--- src/rtl/demux1x4_sched.sv ---
// rtl/demux1x4_sched.sv - one-entry buffered 1-to-4 demux scheduler
// Round-robin bursts or fixed destination, with stall-timeout redirect.
module demux1x4_sched #(
    parameter int W       = 8,
    parameter int BURST   = 4,
    parameter int TIMEOUT = 8
) (
    input  logic         clk,
    input  logic         rst_n,
    input  logic [W-1:0] in_data,
    input  logic         in_valid,
    output logic         in_ready,
    input  logic         mode,
    input  logic [1:0]   fixed_dst,
    input  logic [3:0]   out_ready,
    output logic [3:0]   out_valid,
    output logic [W-1:0] out_data,
    output logic [1:0]   sel,
    output logic         timeout
);
    localparam int BW = (BURST > 1) ? $clog2(BURST) : 1;
    localparam int SW = $clog2(TIMEOUT);
    localparam logic [BW-1:0] BEAT_MAX  = BW'(BURST - 1);
    localparam logic [SW-1:0] STALL_MAX = SW'(TIMEOUT - 1);

    logic [W-1:0]  r_buf_data;
    logic          r_full;
    logic [1:0]    r_sel;
    logic [1:0]    r_ptr;
    logic [BW-1:0] r_beat_cnt;
    logic [SW-1:0] r_stall_cnt;
    logic          r_timeout;
    logic          r_to_done;

    logic          w_drain;
    logic          w_stall;
    logic          w_accept;
    logic          w_at_limit;
    logic          w_fire;
    logic [1:0]    w_dest;

    assign w_drain    = r_full & out_ready[r_sel];
    assign w_stall    = r_full & ~out_ready[r_sel];
    assign in_ready   = rst_n & (~r_full | w_drain);
    assign w_accept   = in_valid & in_ready;
    assign w_at_limit = (r_stall_cnt == STALL_MAX);
    // In fixed mode a stall reports once; r_to_done blocks repeats until it clears.
    assign w_fire     = w_stall & w_at_limit & ~(mode & r_to_done);
    assign w_dest     = mode ? fixed_dst : r_ptr;

    assign out_valid  = r_full ? (4'b0001 << r_sel) : 4'b0000;
    assign out_data   = r_buf_data;
    assign sel        = r_sel;
    assign timeout    = r_timeout;

    always_ff @(posedge clk or negedge rst_n) begin
        if (!rst_n) begin
            r_buf_data  <= '0;
            r_full      <= 1'b0;
            r_sel       <= 2'd0;
            r_ptr       <= 2'd0;
            r_beat_cnt  <= '0;
            r_stall_cnt <= '0;
            r_timeout   <= 1'b0;
            r_to_done   <= 1'b0;
        end else begin
            r_timeout <= w_fire;

            if (!w_stall)
                r_to_done <= 1'b0;
            else if (w_fire && mode)
                r_to_done <= 1'b1;

            if (!w_stall)
                r_stall_cnt <= '0;
            else if (w_fire && !mode)
                r_stall_cnt <= '0;
            else if (!w_at_limit)
                r_stall_cnt <= r_stall_cnt + 1'b1;

            if (w_accept) begin
                r_buf_data <= in_data;
                r_full     <= 1'b1;
                r_sel      <= w_dest;
                if (!mode) begin
                    if (r_beat_cnt == BEAT_MAX) begin
                        r_beat_cnt <= '0;
                        r_ptr      <= r_ptr + 2'd1;
                    end else begin
                        r_beat_cnt <= r_beat_cnt + 1'b1;
                    end
                end
            end else begin
                if (w_drain)
                    r_full <= 1'b0;
                // Redirect keeps the word; only its destination moves on.
                if (w_fire && !mode) begin
                    r_sel      <= r_sel + 2'd1;
                    r_ptr      <= r_sel + 2'd1;
                    r_beat_cnt <= '0;
                end
            end
        end
    end
endmodule

--- config.mk ---
export PLATFORM = sky130hd
export DESIGN_NAME = demux1x4_sched
export DESIGN_NICKNAME = d
export VERILOG_FILES = /design/src/rtl/demux1x4_sched.sv
export SDC_FILE = /design/constraint.sdc
export NUM_CORES = 1
export LEC_CHECK = 0
export ABC_CLOCK_PERIOD_IN_PS = 4000
export CAP_MARGIN = 25
export CORE_MARGIN = 2
export CORE_UTILIZATION = 49
export DETAILED_ROUTE_END_ITERATION = 16
export PLACE_DENSITY_LB_ADDON = 0.1
export RECOVER_POWER = 50
export SETUP_SLACK_MARGIN = 0.1
export SLEW_MARGIN = 20
export SYNTH_ARGS = -nofsm -noshare
export SYNTH_HDL_FRONTEND = slang
export SYNTH_SLANG_ARGS = --single-unit
--- constraint.sdc ---
create_clock -name clk -period 4 [get_ports clk]
set_input_delay 1.2 -clock clk [delete_from_list [all_inputs] [get_ports clk]]
set_output_delay 1.2 -clock clk [all_outputs]
set_load 0.005 [all_outputs]
==> run summary <==
The overall global routing resource usage is 0.2104. In this run, placement finished with an instance count of 160. The area fraction of the dominant cell type after synthesis is 0.4598.

Synthesis produced a netlist with a net count of 122. The tightest min-delay check is of the reg -> reg type. Measured along the y axis, the die boundary spans 51.13 µm. The fraction of registers with async set/reset is 1.000, and the static leakage is 0.6766 nW.

By area the synthesized netlist is led by sky130_fd_sc_hd__dfrtp_1 (46%), sky130_fd_sc_hd__mux2_2 (8.3%), sky130_fd_sc_hd__ha_1 (8.0%). The placement-stage worst setup slack was 0.05499 ns. The worst slew slack as a fraction of its limit came out at 0.6659. The clock buffer count from CTS is 3. Number of buffers inserted by hold repair at cts: 0. Summing all placed instances gives a cell area of 1473 µm². Counting instances in the post-synthesis netlist gives the leading cell types as sky130_fd_sc_hd__dfrtp_1 (20), sky130_fd_sc_hd__mux2_2 (8), sky130_fd_sc_hd__a21oi_1 (7), sky130_fd_sc_hd__ha_1 (7). The library cell occupying the most area in the post-synthesis netlist is sky130_fd_sc_hd__dfrtp_1. The later pin in the worst-skew pair is clocked with a latency of 0.31 ns. The most frequent cell after synthesis is sky130_fd_sc_hd__dfrtp_1. The first global-routing pass estimated 4.008 mm of wire.

Buffers added to address setup during post-CTS repair amount to 0. After legalization and detailed placement, the total HPWL measured 1.645 mm. The run finished with clean final reports.

The tool flagged a number of max-cap violations equal to 0. The routed layout has 892 vias. The run gives 22 as the largest net degree at the start of global routing.

The number of violations reported at the end of detailed-routing iteration 0 was 10; the total congestion overflow was 0. The clock skew is 0.0005346 ns. The logs give 0 for the initial antenna violation count and 2 for the maximum clock path buffer count. The synthesized design contains 0 enable-type register cells. The areal power density over the cells was 566.7 nW/µm².

The routed design could run at a clock period as short as 3.625 ns. The final critical-path setup slack is 0.3751 ns, and the register bit total from synthesis is 20. The run gives 20 as the clock net sink count. The upper clock frequency limit is 0.2759 GHz. For the initial core utilization, the log shows 0.5067.

After clock tree synthesis, the clock-pin slew on the worst setup and hold paths is 0.11 ns. From synthesis to final layout, the design area changed by 38.39%. In this run the remaining antenna-violating nets after routing total 0. The logs give 0.7012 for the final core area utilization and 0.4598 for the sequential share of the synthesized area.

The average detailed-routed wire length per instance came out at 13.22 µm. The total number of nets in the final design was 162; the gate count of the mapped netlist was 97. The count of cells in the finished layout, fillers not included, comes to 164.

After floorplanning, the core was sized to cover 2148 µm². The peak fanout along the critical path was 2; the distinct cell type count after synthesis was 29. The run gives 0 as the final setup violation count. For this run, the detailed router's first-pass iteration total came to 4.

The worst setup path is of the in -> out kind. The element type at the critical path start was an input pin. The die span in x is 51.13 µm. The final critical-path share of the clock period was 0.9062. Data on the critical path is required at its endpoint by 2.80 ns.

The final-report max-slew violation count was 0; the setup TNS was 0 ns. The tools report the placer congestion estimate as 0.7807. The run gives 924 as the number of global-route vias before repair. The finished cells cover 1506 µm². Row generation in the floorplan step produced 17 rows. The tightest hold path in the finished design has a slack of 0.4607 ns.

Among all flip-flop cells after synthesis, the most frequent one is sky130_fd_sc_hd__dfrtp_1. After detailed routing, the number of remaining DRC violations is 0. The count of synthesis-stage warnings from yosys was 0; the fraction of final layout cells with drive strength greater than 1 was 0.1544.

The mean instance size in the synthesized netlist is 11.22 µm², and the total wire length is 2.168 mm. The tree is rooted in a sky130_fd_sc_hd__clkbuf_4. The worst-case IR drop observed on VDD is 0.3755 mV. Data arrives at the worst endpoint at 2.42 ns.

The diode insertion count for antenna repair was 0. Dividing the detail-routed via count by the number of cells gives 5.439. The run gives 1 as the H-tree depth. The overall die area was 2614 µm²; the transition time at the pin with the least slew margin was 0.4996 ns.

The count of endpoints failing hold in the final timing report was 0. The total power is 0.8537 mW. Setup repair after global routing left no endpoint under its margin. The worst setup path is captured at a primary output.

For this design the top-level I/O count stands at 34. During placement, the flow inserted port buffers numbering 33. Total standard cell area after synthesis: 1089 µm². TritonCTS built the clock tree.
power by group:
| group | total, mW | internal [mW] | leakage, nW | switching [mW] |
|---|---|---|---|---|
| Clock | 0.119 | 0.0556 | 0.0210 | 0.0634 |
| Combinational | 0.394 | 0.237 | 0.410 | 0.157 |
| Sequential | 0.340 | 0.274 | 0.245 | 0.0659 |
kinds of logic after synthesis:
group / after synthesis / synth area share
compound gates: 20 / 0.1368
mux: 14 / 0.1379
simple gates: 31 / 0.1609
flops: 20 / 0.4598
fa+ha+maj: 7 / 0.08046
buf+inv: 5 / 0.02413
path summary, 6_finish.rpt:
| check | from | endpoint | slack (ns) | cells past startpoint |
|---|---|---|---|---|
| max | out_ready[3] | in_ready | 0.38 | 5 |
| min | r_to_done | timeout | 0.46 | 1 |
| max reg2reg | sel[1] | out_data[2] | 1.98 | 5 |
| min reg2reg | r_to_done | timeout | 0.46 | 1 |
| max in group asynchronous | rst_n | out_data[1] | 2.47 | 2 |
| min in group asynchronous | rst_n | timeout | 1.33 | 2 |
registers in the layout, indices dropped and copies added (netlist names):
name	count
out_data	8
r_beat_cnt	2
r_full	1
r_ptr	2
r_stall_cnt	3
r_to_done	1
sel	2
timeout	1
final cells by class:
| type | count | area (µm²) |
|---|---|---|
| Fill cell | 175 | 641.9 |
| Multi-Input combinational cell | 72 | 564.3 |
| Sequential cell | 20 | 500.5 |
| Timing Repair Buffer | 38 | 362.8 |
| Clock buffer | 4 | 36.28 |
| Tap cell | 28 | 35.03 |
| Inverter | 2 | 7.507 |
routing by layer:
metal,wire length [µm],vias to the layer above,track usage
met2,1094,29,0.3658
met5,0,-,0
met1,910,425,0.2481
li1,-,433,-
met3,111,5,0.02632
met4,51,0,0.1216
critical path: stages:
cell,delay (ns)
sky130_fd_sc_hd__dlygate4sd3_1,0.53
sky130_fd_sc_hd__mux2i_1,0.08
sky130_fd_sc_hd__a22oi_1,0.28
sky130_fd_sc_hd__and2_4,0.21
sky130_fd_sc_hd__dlymetal6s2s_1,0.12
timing repair:
item,4_1_cts,5_1_grt
pin swaps,0,2
endpoints found under the hold margin,0,0
endpoints found under the setup margin,1,1
resized for setup,1,3
gates cloned,0,0
cells in the final DEF, fill, tap and decap left out, types with 2 or more instances in the layout:
cell type and count:
sky130_fd_sc_hd__dfrtp_1 20, sky130_fd_sc_hd__clkbuf_4 3, sky130_fd_sc_hd__inv_1 2, sky130_fd_sc_hd__a22oi_1 2
sky130_fd_sc_hd__nand3_1 4, sky130_fd_sc_hd__nor2b_1 2, sky130_fd_sc_hd__o21a_1 2, sky130_fd_sc_hd__nor2_1 4
sky130_fd_sc_hd__a31oi_1 2, sky130_fd_sc_hd__ha_1 7, sky130_fd_sc_hd__o21ai_0 2, sky130_fd_sc_hd__mux2_2 8
sky130_fd_sc_hd__clkdlybuf4s50_1 28, sky130_fd_sc_hd__nand2_1 4, sky130_fd_sc_hd__dlygate4sd3_1 4, sky130_fd_sc_hd__nor3_1 3
sky130_fd_sc_hd__a21oi_1 7, sky130_fd_sc_hd__mux2i_1 6, sky130_fd_sc_hd__nand2b_1 3, sky130_fd_sc_hd__and2_1 5
sky130_fd_sc_hd__or2_2 2, sky130_fd_sc_hd__buf_4 3, sky130_fd_sc_hd__clkbuf_1 2
Power figures use the tool's default switching activity.
